`config.mk`:
```
export PLATFORM = sky130hd
export DESIGN_NAME = pixel_fetch_pipeline
export DESIGN_NICKNAME = d
export VERILOG_FILES = /design/src/rtl/vga_pkg.sv /design/src/rtl/sync_delay_line.sv /design/src/rtl/pixel_fetch_pipeline.sv
export SDC_FILE = /design/constraint.sdc
export NUM_CORES = 1
export LEC_CHECK = 0
export CAP_MARGIN = 20
export CELL_PAD_IN_SITES_DETAIL_PLACEMENT = 0
export CELL_PAD_IN_SITES_GLOBAL_PLACEMENT = 1
export CORE_AREA = 4 4 72 74
export DETAILED_ROUTE_END_ITERATION = 10
export DIE_AREA = 0 0 76 78
export DONT_BUFFER_PORTS = 1
export GPL_ROUTABILITY_DRIVEN = 0
export PLACE_DENSITY = 0.79
export SYNTH_ARGS = -nofsm -noshare
export SYNTH_HDL_FRONTEND = slang
export SYNTH_SLANG_ARGS = --single-unit
```
`constraint.sdc`:
```
create_clock -name clk_25MHz -period 1.4 [get_ports clk_25MHz]
set_input_delay 0.28 -clock clk_25MHz [delete_from_list [all_inputs] [get_ports clk_25MHz]]
set_output_delay 0.28 -clock clk_25MHz [all_outputs]
set_load 0.005 [all_outputs]
```
`src/rtl/vga_pkg.sv`:
```
// Shared VGA constants for the pixel fetch path.
// Holds the visible-area size, frame-buffer size, RGB565 field widths,
// the eight colour-bar values and the double-buffer swap state type.
// barColour() maps a screen column to its 80-pixel-wide colour bar.
package vga_pkg;

    localparam int H_ACTIVE = 640;
    localparam int V_ACTIVE = 480;
    localparam int FB_W     = 160;
    localparam int FB_H     = 120;

    localparam int RED_W    = 5;
    localparam int GREEN_W  = 6;
    localparam int BLUE_W   = 5;

    localparam logic [15:0] BAR_WHITE   = 16'hFFFF;
    localparam logic [15:0] BAR_YELLOW  = 16'hFFE0;
    localparam logic [15:0] BAR_CYAN    = 16'h07FF;
    localparam logic [15:0] BAR_GREEN   = 16'h07E0;
    localparam logic [15:0] BAR_MAGENTA = 16'hF81F;
    localparam logic [15:0] BAR_RED     = 16'hF800;
    localparam logic [15:0] BAR_BLUE    = 16'h001F;
    localparam logic [15:0] BAR_BLACK   = 16'h0000;

    typedef enum logic {
        SWAP_IDLE,
        SWAP_PENDING
    } swapState_e;

    // 80 is not a power of two, so the bar index comes from a compare chain
    // rather than from slicing the column; columns past 639 fall into black.
    function automatic logic [15:0] barColour(input logic [9:0] col);
        logic [15:0] colour;
        if      (col < 10'd80)  colour = BAR_WHITE;
        else if (col < 10'd160) colour = BAR_YELLOW;
        else if (col < 10'd240) colour = BAR_CYAN;
        else if (col < 10'd320) colour = BAR_GREEN;
        else if (col < 10'd400) colour = BAR_MAGENTA;
        else if (col < 10'd480) colour = BAR_RED;
        else if (col < 10'd560) colour = BAR_BLUE;
        else                    colour = BAR_BLACK;
        return colour;
    endfunction

endpackage

```
`src/rtl/sync_delay_line.sv`:
```
// Fixed-depth shift register used to keep control signals aligned with the
// pixel pipeline.
// Ports:
//   clk_i   - clock, rising edge
//   rst_ni  - asynchronous active-low reset, loads RESET_VAL into every stage
//   data_i  - WIDTH-bit input
//   data_o  - data_i delayed by DEPTH clocks
module sync_delay_line #(
    parameter int               WIDTH     = 1,
    parameter int               DEPTH     = 1,
    parameter logic [WIDTH-1:0] RESET_VAL = '0
) (
    input  logic             clk_i,
    input  logic             rst_ni,
    input  logic [WIDTH-1:0] data_i,
    output logic [WIDTH-1:0] data_o
);

    logic [WIDTH-1:0] stage_q [DEPTH];

    // Reset loads the inactive level so nothing spurious leaves the line
    // while the pipeline refills.
    always_ff @(posedge clk_i or negedge rst_ni) begin
        if (!rst_ni) begin
            for (int i = 0; i < DEPTH; i++) begin
                stage_q[i] <= RESET_VAL;
            end
        end else begin
            stage_q[0] <= data_i;
            for (int i = 1; i < DEPTH; i++) begin
                stage_q[i] <= stage_q[i-1];
            end
        end
    end

    assign data_o = stage_q[DEPTH-1];

endmodule

```
`src/rtl/pixel_fetch_pipeline.sv`:
```
// Three-stage pixel fetch: column/row -> frame-buffer address -> RAM data ->
// RGB565 output, with syncs delayed to match and a double-buffer swap that
// only takes effect at the start of a frame.
// Ports:
//   clk_25MHz, reset (async, active-low)
//   x, y, active_video, hsync_in, vsync_in  - timing generator inputs
//   pattern_en  - select internal colour bars instead of frame-buffer data
//   swap_req    - pulse requesting a buffer swap; swap_ack pulses when done
//   fb_addr     - {buf_sel, pixel index}; fb_data returns one clock later
//   hsync, vsync, red, green, blue - outputs, PIPE_LAT clocks after input
module pixel_fetch_pipeline #(
    parameter int FB_W        = vga_pkg::FB_W,
    parameter int FB_H        = vga_pkg::FB_H,
    parameter int SCALE_SHIFT = 2,
    parameter int PIPE_LAT    = 3
) (
    input  logic                        clk_25MHz,
    input  logic                        reset,
    input  logic [9:0]                  x,
    input  logic [9:0]                  y,
    input  logic                        active_video,
    input  logic                        hsync_in,
    input  logic                        vsync_in,
    input  logic                        pattern_en,
    input  logic                        swap_req,
    output logic                        swap_ack,
    output logic [15:0]                 fb_addr,
    input  logic [15:0]                 fb_data,
    output logic                        hsync,
    output logic                        vsync,
    output logic [vga_pkg::RED_W-1:0]   red,
    output logic [vga_pkg::GREEN_W-1:0] green,
    output logic [vga_pkg::BLUE_W-1:0]  blue
);

    import vga_pkg::*;

    // Row stride FB_W is built as the sum of two powers of two (160 = 128 + 32)
    // so the row base needs only shifts and one adder.
    localparam int IDX_W   = $clog2(FB_W * FB_H);
    localparam int SH_HI   = $clog2(FB_W + 1) - 1;
    localparam int ROW_REM = FB_W - (1 << SH_HI);
    localparam int SH_LO   = (ROW_REM == 0) ? 0 : $clog2(ROW_REM + 1) - 1;

    logic [9:0]       xr, yr;
    logic [16:0]      rowBase;
    logic [IDX_W-1:0] pixIdx_d;

    swapState_e       state_q;
    logic             bufSel_q;
    logic             swapAck_q;
    logic             vsyncPrev_q;
    logic             frameEdge;

    logic [15:0]      fbAddr_q;
    logic [15:0]      patColour_q;
    logic [15:0]      patColourDly_q;
    logic [15:0]      pixel_d;
    logic [15:0]      pixel_q;

    logic [1:0]       syncDly;
    logic [1:0]       ctrlDly;
    logic             activeDly;
    logic             patEnDly;

    assign xr = x >> SCALE_SHIFT;
    assign yr = y >> SCALE_SHIFT;

    always_comb begin
        rowBase  = ({7'd0, yr} << SH_HI)
                 + ((ROW_REM == 0) ? 17'd0 : ({7'd0, yr} << SH_LO));
        pixIdx_d = IDX_W'(rowBase + {7'd0, xr});
    end

    // Frame boundary is the falling edge of vsync_in against its registered copy.
    assign frameEdge = vsyncPrev_q & ~vsync_in;

    // Swap FSM: a request waits in PENDING until the next frame boundary; one
    // arriving exactly on the boundary is honoured there. Further requests
    // while pending collapse into the same single toggle.
    always_ff @(posedge clk_25MHz or negedge reset) begin
        if (!reset) begin
            state_q     <= SWAP_IDLE;
            bufSel_q    <= 1'b0;
            swapAck_q   <= 1'b0;
            vsyncPrev_q <= 1'b1;
        end else begin
            vsyncPrev_q <= vsync_in;
            swapAck_q   <= 1'b0;
            case (state_q)
                SWAP_IDLE: begin
                    if (swap_req && frameEdge) begin
                        bufSel_q  <= ~bufSel_q;
                        swapAck_q <= 1'b1;
                    end else if (swap_req) begin
                        state_q <= SWAP_PENDING;
                    end
                end
                SWAP_PENDING: begin
                    if (frameEdge) begin
                        bufSel_q  <= ~bufSel_q;
                        swapAck_q <= 1'b1;
                        state_q   <= SWAP_IDLE;
                    end
                end
                default: state_q <= SWAP_IDLE;
            endcase
        end
    end

    // hsync/vsync ride the full pipeline; active/pattern select are needed one
    // stage earlier because they steer the final output register.
    sync_delay_line #(
        .WIDTH    (2),
        .DEPTH    (PIPE_LAT),
        .RESET_VAL(2'b11)
    ) uSyncDelay (
        .clk_i (clk_25MHz),
        .rst_ni(reset),
        .data_i({hsync_in, vsync_in}),
        .data_o(syncDly)
    );

    sync_delay_line #(
        .WIDTH    (2),
        .DEPTH    (PIPE_LAT - 1),
        .RESET_VAL(2'b00)
    ) uCtrlDelay (
        .clk_i (clk_25MHz),
        .rst_ni(reset),
        .data_i({active_video, pattern_en}),
        .data_o(ctrlDly)
    );

    assign activeDly = ctrlDly[1];
    assign patEnDly  = ctrlDly[0];

    always_comb begin
        pixel_d = 16'h0000;
        if (activeDly) begin
            pixel_d = patEnDly ? patColourDly_q : fb_data;
        end
    end

    // Stage 1 registers the address and the bar colour for this column; the
    // bar colour is held one more stage so it meets the RAM data at stage 3.
    always_ff @(posedge clk_25MHz or negedge reset) begin
        if (!reset) begin
            fbAddr_q       <= 16'h0000;
            patColour_q    <= 16'h0000;
            patColourDly_q <= 16'h0000;
            pixel_q        <= 16'h0000;
        end else begin
            fbAddr_q       <= {bufSel_q, pixIdx_d};
            patColour_q    <= barColour(x);
            patColourDly_q <= patColour_q;
            pixel_q        <= pixel_d;
        end
    end

    assign fb_addr  = fbAddr_q;
    assign swap_ack = swapAck_q;
    assign hsync    = syncDly[1];
    assign vsync    = syncDly[0];
    assign red      = pixel_q[15:11];
    assign green    = pixel_q[10:5];
    assign blue     = pixel_q[4:0];

endmodule

```
# Yosys cells after proc, flatten, opt, wreduce, memory -nomap -nowiden
# Index checks and enable logic that the tools add are counted.
dict set report totals {
  ff_bits 78
  in_bits 43
  out_inout_bits 35
  word_cells 49
}
dict set report op_classes {
  add_sub_neg 2
  order_cmp 7
  eq_ne 2
  n_mux 19
  bitwise 4
  n_reduce_logical 2
}
# operator n
set op_table {}
lappend op_table {{2-to-1 mux 16 bit} 8}
lappend op_table {{< comparator 10 x 9 -> 1 bit (second input constant)} 3}
lappend op_table {{< comparator 10 x 8 -> 1 bit (second input constant)} 2}
lappend op_table {{adder 15 x 13 -> 15 bit} 1}
lappend op_table {{adder 15 x 8 -> 15 bit} 1}
lappend op_table {{< comparator 10 bit (second input constant)} 1}
lappend op_table {{< comparator 10 x 7 -> 1 bit (second input constant)} 1}
lappend op_table {{2-to-1 mux 1 bit} 7}
lappend op_table {{case mux 1 bit (2 select lines)} 3}
lappend op_table {{2-to-1 mux 5 bit} 1}
lappend op_table {{inverter 1 bit} 3}
lappend op_table {{!= test 2 x 1 -> 1 bit (second input constant)} 1}
lappend op_table {{!= test 2 bit (second input constant)} 1}
lappend op_table {{AND reduction 2 bit} 1}
lappend op_table {{AND 1 bit} 1}
lappend op_table {{logical AND 1 bit} 1}

# Depth between registers and ports, before layout
# Gate-level depths: netlist (run 1).
dict set report logic_depth {
  ltp_word 8
  mapped_depth 7
}

# By module
# From an unflattened synthesis (run 1), not the netlist that was laid out.
dict set report unflattened {
  cells_unflattened 174
  hier_area_um2 2200.9
}
# mod instances cells_per_inst area_per_inst_um2 seq_area_each_um2
set by_module_without_submodules {}
lappend by_module_without_submodules {pixel_fetch_pipeline 1 160 1913.1 1052.3}
lappend by_module_without_submodules {{sync_delay_line (uSyncDelay)} 1 8 172.7 157.7}
lappend by_module_without_submodules {{sync_delay_line (uCtrlDelay)} 1 6 115.1 100.1}

# Least setup slack after synthesis (run 1)
# OpenSTA, ideal clock, no wires.
dict set report synth_path {
  kind {in2reg}
  start {input y[2]}
  end {register fbAddr_q[12], in the netlist fb_addr[12]}
  arrival_time_ns 1.943
  required_ns 1.274
  setup_slack_ns -0.670
  cell_stages 6
  path_cell_list {fa_1 fa_1 nand3_1 nand2_1 and4b_1 a311o_1}
}
dict set report synth_via {
  elab_chain_cells 2
}
# item line
set synth_lines {}
lappend synth_lines {{start, declared} pixel_fetch_pipeline.sv:20} ;# input logic [9:0] y,
lappend synth_lines {{adder 15 x 13 -> 15 bit} pixel_fetch_pipeline.sv:71} ;# + ((ROW_REM == 0) ? 17'd0 : ({7'd0, yr} << SH_LO));
lappend synth_lines {{adder 15 x 8 -> 15 bit} pixel_fetch_pipeline.sv:72} ;# pixIdx_d = IDX_W'(rowBase + {7'd0, xr});
lappend synth_lines {{net pixIdx_d[12]} pixel_fetch_pipeline.sv:47} ;# logic [IDX_W-1:0] pixIdx_d;
lappend synth_lines {{end signal, assigned} pixel_fetch_pipeline.sv:154} ;# fbAddr_q <= {bufSel_q, pixIdx_d};
lappend synth_lines {{end, declared} pixel_fetch_pipeline.sv:55} ;# logic [15:0] fbAddr_q;
# The timed path passes the listed nets, and every way through them passes these cells.
# A chain may end at the register's enable or synchronous reset.

# Worst setup path after layout (run 1)
# Ends and elaborated chain as after synthesis.

==> results of run 1 <==
-- stage by stage --
| stage | utilization | setup slack [ns] | cells |
|---|---|---|---|
| floorplan | - | -0.470 | 168 |
| global placement | 0.499 | -0.508 | 231 |
| detailed placement | 0.499 | -0.556 | 231 |
| CTS | 0.545 | -0.189 | 249 |
| global route | 0.551 | -0.175 | 249 |
| finish | 0.551 | -0.161 | 249 |
-- metal layers --
layer  global-route usage  wire [microns]  vias up
met5                    0               0        -
met4               0.0427              51        0
met3               0.0708             369        6
met2                0.257            2050       59
met1                0.154            1510      639
li1                     -               -      638
-- flip-flops by register name, summed over array words and instances, names as in the netlist --
name                flops
patColour_q             3
uSyncDelay.data_o       2
uSyncDelay.stage_q      4
uCtrlDelay.data_o       2
patColourDly_q          3
bufSel_q                1
state_q                 1
fb_addr                16
swap_ack                1
uCtrlDelay.stage_q      2
pixel_q                16
-- placed cells by master, fill, tap and decap left out, drive strengths merged, types with 3 or more instances in the layout --
cell         Yosys  routed
dfstp            6       6
nand3            3       3
dlygate4sd3      0       9
nand2           11      11
buf              1      14
a21oi           10      10
nand2b          17      17
ha              15      15
nor2             6       6
o21ai            3       3
nor3             4       4
a21boi          16      16
xnor2            3       3
xor2             3       3
dfrtp           45      45
clkbuf           3       7
-- final cells by class --
class                      count  area [sq um]  share of cell area
inverter                       2          7.51             0.00296
tap                           54          67.6              0.0267
clock inverter                 1          30.0              0.0119
sequential                    51          1280               0.507
timing repair buffer          23           195              0.0770
multi-input combinational    111           873               0.345
clock buffer                   7          76.3              0.0301
-- worst paths after layout --
check                                        end  slack (ns)  cells past startpoint
setup / recovery                     fb_addr[12]       -0.16                      6
hold / removal                        pixel_q[3]       -0.33                      0
setup reg to reg                     pixel_q[10]        0.25                      2
hold reg to reg             uCtrlDelay.data_o[1]        0.35                      0
max in group asynchronous  uSyncDelay.stage_q[4]        1.55                      0
min in group clk_25MHz           patColour_q[10]        0.05                      1
-- worst max-delay path, cell delays in order --
cell     delay [ns]
fa_2           0.48
fa_2           0.37
nand3_2        0.10
nand2_2        0.06
and4b_1        0.18
a311o_1        0.26
-- Yosys cell counts (2+ instances only) --
library cell,n
fa_1,2
inv_1,2
xor2_1,3
o21ai_0,3
nor3b_1,2
clkbuf_1,3
a311oi_1,2
dfrtp_1,45
nand3_1,2
nor3_1,4
a21oi_1,9
nand2_1,11
dfstp_2,6
xnor2_1,3
nor2_1,6
nand2b_1,17
ha_1,15
a21boi_0,16
-- cell families (layout without fill, tap and decap cells) --
kind of cell               after synthesis  in the layout
muxes                                    1              1
xor gates and xnor gates                 6              6
AOI/OAI and AO/OA                       38             38
buffers and inverters                    6             33
DFF                                     51             51
and+or+nand+nor                         49             49
adders and majority gates               17             17
-- power by group --
group,internal [mW],switching [mW]
sequential,1.65,0.0944
clock,0.535,0.426
combinational,0.238,0.194
-- what timing repair did --
action                                  CTS  global route
pin swaps                                 4             1
buffers inserted                          1             0
resized for setup                         2             3
endpoints found under the setup margin    6             6
hold endpoints to repair                 60            51
==> flow_summary.toml, run 1 <==
[outcome]
status = "finished with violations"
violations = "hold timing, setup timing"

[place]
placed_area_sq_um = 2300
dp_hpwl_microns = 2990
io_buffers = 0

[sta]
hold-worst-slack_ns = -0.326
finalSetupTns_ns = -0.505
max_slew_margin = 0.748
period_share = 1.11
finalCriticalPeriod_ns = 1.56
skew_ns = 0.00552
setup_slack_ns = -0.161
finalHoldViolCount = 51
fmax_mhz = 641
rsz0062_at_grt = "yes"
setup-violations-final = 5
max_slew.worst_pin.slew_ns = 0.377
finalMaxSlewViolations = 0

[setup_path]
cp-end-kind = "flip-flop"
critPathKind = "input pin to flip-flop"
worstPathRequired_ns = 1.58
startpoint = "y[2]"
cp_max_fo = 2
critPathArrivalTime_ns = 1.74
r2r_start = "uCtrlDelay.data_o[0]"
critPathLaunchType = "input pin"

[clock_network]
postCtsHoldBufs = 9
clk_pin_slew_worst_paths_ns = 0.08
cts_buffer_depth = 2
insertion_delay_ns = 0.29
cts_root_buffer = "clkbuf_8"
htree_levels = 2
cts_made_buffers = 5
cts_tree = "done"
clock-sinks = 51

[power_and_ir_drop]
ir_drop_mv = 0.613
finalPower_mw = 3.13
p_leak_nw = 1.13
p_per_area_nw_per_um2 = 1240

[route]
ant_nets = 0
wl_microns = 3980
post_drt_wl_per_cell_microns = 16.0
first_pass_iters = 4
drtIter0Drc = 21
num_vias = 1342
drt-vias-per-instance = 5.39
drcViolationCount = 0

[synth]
seq_area_frac_synth = 0.601
syn_area_per_cell_sq_um = 12.7
synth_compound_area_frac = 0.125
synthXorXnorAreaFrac = 0.0246
synthSimpleGateAreaFrac = 0.127
synthFlopType = "dfrtp_1"
synth_top_area_frac = 0.528
syn-num-nets = 228
synthMuxAreaShare = 0.00469
synth_cells = 168
yosysTopAreaCell = "dfrtp_1"
ys.warnings.count = 0
ys_types = 35
ys_seq_elements = 51
synth-adder-area-share = 0.107
synth_edf_count = 0
synthesis.area_sq_um = 2130
postSynth.asyncResetShare = 1.00
synth_top_family_by_area = "simple AND/OR/NAND/NOR gates"
synth_area_leaders = "dfrtp_1 (53%), ha_1 (8.8%), dfstp_2 (7.4%), a21boi_0 (5.6%), nand2b_1 (5.0%)"

[die]
start_util = 0.464
dieArea_sq_um = 5930
row_count = 25
core_area_sq_um = 4600
die_h_microns = 78
fp.dieW_microns = 76
ios = 78

[global_routing]
grt_overflow = 0
grt_max_degree = 52
grt.total_usage = 0.146
grt_pass1_vias = 1481
antenna_found_initial = 0
grt_pass1_wl_microns = 6960

[cells_and_area]
fill_cells = 402
nNetsFinal = 254
final_layout_size_suffix_gt1_frac = 0.190
final_cell_area_sq_um = 2530
diodes = 0
synthToLayoutAreaGrowth_pct = 18.7

[hold_path]
hold_class = "input pin to async pin"

[run]
cap_violations = 0
No activity file was read; power rests on OpenSTA's default activity.
==> run 2, diff against run 1 <==
--- a/config.mk
+++ b/config.mk
@@ -9,10 +9,11 @@
 export CELL_PAD_IN_SITES_DETAIL_PLACEMENT = 0
 export CELL_PAD_IN_SITES_GLOBAL_PLACEMENT = 1
-export CORE_AREA = 4 4 72 74
+export CORE_AREA = 4 4 60 89
 export DETAILED_ROUTE_END_ITERATION = 10
-export DIE_AREA = 0 0 76 78
+export DIE_AREA = 0 0 64 93
 export DONT_BUFFER_PORTS = 1
 export GPL_ROUTABILITY_DRIVEN = 0
 export PLACE_DENSITY = 0.79
+export SLEW_MARGIN = 15
 export SYNTH_ARGS = -nofsm -noshare
 export SYNTH_HDL_FRONTEND = slang
==> constraint.sdc (replaced) <==
create_clock -name clk_25MHz -period 1.4 [get_ports clk_25MHz]
set_input_delay 0.14 -clock clk_25MHz [delete_from_list [all_inputs] [get_ports clk_25MHz]]
set_output_delay 0.14 -clock clk_25MHz [all_outputs]
set_load 0.005 [all_outputs]
==> flow_summary.toml, run 2 (synthesis results as in run 1) <==
[place]
dp_hpwl_microns = 3160
place_inst = 240
io_buffers = 0

[setup_path]
critPathKind = "input pin to flip-flop"
worstPathRequired_ns = 1.58
critPathLaunchType = "input pin"
rr_worst_depth = 2
cp-end-kind = "flip-flop"
cp_max_fo = 4
critPathArrivalTime_ns = 1.65

[global_routing]
grt.total_usage = 0.159
antenna_found_initial = 0
met3_usage = 0.0409
top_usage_layer = "met2"
grt_util_met2 = 0.306
grtUsageMet1 = 0.158
grt_pass1_wl_microns = 7390
grt_overflow = 0
grt_pass1_vias = 1585
grt_max_degree = 52

[clock_network]
cts_tree = "done"
clk_pin_slew_worst_paths_ns = 0.09
clock-sinks = 51
htree_levels = 2
insertion_delay_ns = 0.29
cts_made_buffers = 5
cts_root_buffer = "clkbuf_8"
cts_buffer_depth = 2

[power_and_ir_drop]
ir_drop_mv = 0.631
seqPwrFrac = 0.511
p_int_mw = 2.63
p_switching_uw = 792
combinationalPowerShare = 0.147
switching_share = 0.232
power.share.clock = 0.341
p_leak_nw = 1.23
p_per_area_nw_per_um2 = 1230

[sta]
finalCriticalPeriod_ns = 1.48
max_slew_margin = 0.714
finalHoldViolCount = 0
setup-violations-final = 3
skew_ns = 0.00366
finalMaxSlewViolations = 0
max_slew.worst_pin.slew_ns = 0.430
fmax_mhz = 678
rsz0062_at_grt = "yes"
period_share = 1.05
setup_slack_ns = -0.0756

[die]
core_area_sq_um = 4540
die_h_microns = 93
dieArea_sq_um = 5950
fp.dieW_microns = 64
start_util = 0.470
row_count = 30
ios = 78

[hold_path]
min_path_cells = 2
hold_class = "input pin to flip-flop"

[cells_and_area]
final_layout_size_suffix_gt1_frac = 0.187
diodes = 0
nNetsFinal = 273
layout_common_cells = "dfrtp_1 (45), dlygate4sd3_1 (27), nand2b_1 (17), a21boi_0 (16), buf_4 (14)"
mostFrequentLayoutCell = "dfrtp_1"
multiInputGateArea_sq_um = 861
fin_cells = 278
fill_cells = 349
final_util = 0.610
seqCellArea_sq_um = 1280
synthToLayoutAreaGrowth_pct = 29.8

[outcome]
violations = "setup timing"
status = "finished with violations"

[route]
first_pass_iters = 4
post_drt_wl_per_cell_microns = 16.3
drtIter0Drc = 52
wl_microns = 4530
ant_nets = 0
num_vias = 1414
drt-vias-per-instance = 5.09
drcViolationCount = 0

[run]
cap_violations = 0
[run 2: changes by cell type in the layout (fill, tap and decap cells not counted), sizes merged]
cell / change
dlygate4sd3: +18
clkbuf: -2
buf: +1
clkinvlp: +1
bufinv: +1
[run 2: final timing paths]
| path | from | end | slack, ns |
|---|---|---|---|
| max in group asynchronous | reset | uSyncDelay.stage_q[4] | 0.74 |
| setup reg to reg | uCtrlDelay.data_o[0] | pixel_q[7] | 0.24 |
| min in group asynchronous | reset | fb_addr[8] | 0.39 |
| hold reg to reg | uCtrlDelay.stage_q[3] | uCtrlDelay.data_o[1] | 0.36 |
| setup / recovery | x[9] | fb_addr[12] | -0.08 |
| hold / removal | fb_data[9] | pixel_q[9] | 0.01 |
[run 2: area by class of cell]
cell class / instances / area share
clock inverters: 3 / 0.0244
multi-input cells: 111 / 0.311
repair buffers: 42 / 0.145
clock buffers: 5 / 0.0248
flip-flops and latches: 51 / 0.463
inverters: 2 / 0.00271
well taps: 64 / 0.0289
[run 2: power groups by stage]
stage          registers, mW  clock network (mW)  logic, mW
6_report                1.75                1.17      0.504
5_1_grt                 1.77                1.26      0.570
4_1_cts                 1.76                1.20      0.487
3_5_place_dp            1.78                   0      0.374
3_3_place_gp            1.79                   0      0.357
2_1_floorplan           1.74                   0      0.279
[run 2: metal layers]
metal | up-vias | routed length, microns
li1 | 671 | -
met1 | 678 | 1530
met2 | 61 | 2630
met3 | 4 | 307
met4 | 0 | 64
met5 | - | 0
[run 2: what timing repair did]
action                                  4_1_cts  5_1_grt
hold buffers                                 27        1
pin swaps                                     3        6
resized for setup                             1        4
endpoints found under the setup margin        3        4
setup buffers                                 1        1
hold endpoints to repair                     77        1
[run 2: through the flow]
step	TNS, ns	instance area [sq um]	power (mW)	hold slack [ns]	worst slack, ns
after floorplan	-1.23	2150	2.02	-0.156	-0.330
after global placement	-1.71	2300	2.14	-0.154	-0.365
after detailed placement	-1.81	2300	2.16	-0.154	-0.381
after CTS	-0.105	2740	3.44	0.00529	-0.0526
after global routing	-0.305	2770	3.60	0.0113	-0.101
final	-0.107	2770	3.42	0.0108	-0.0756
[run 2: worst max-delay path, cell delays in order]
cell and delay [ns]:
fa_2 0.48, fa_2 0.43, nand3_4 0.09, nand2_2 0.07, and4b_1 0.17, a311o_1 0.27
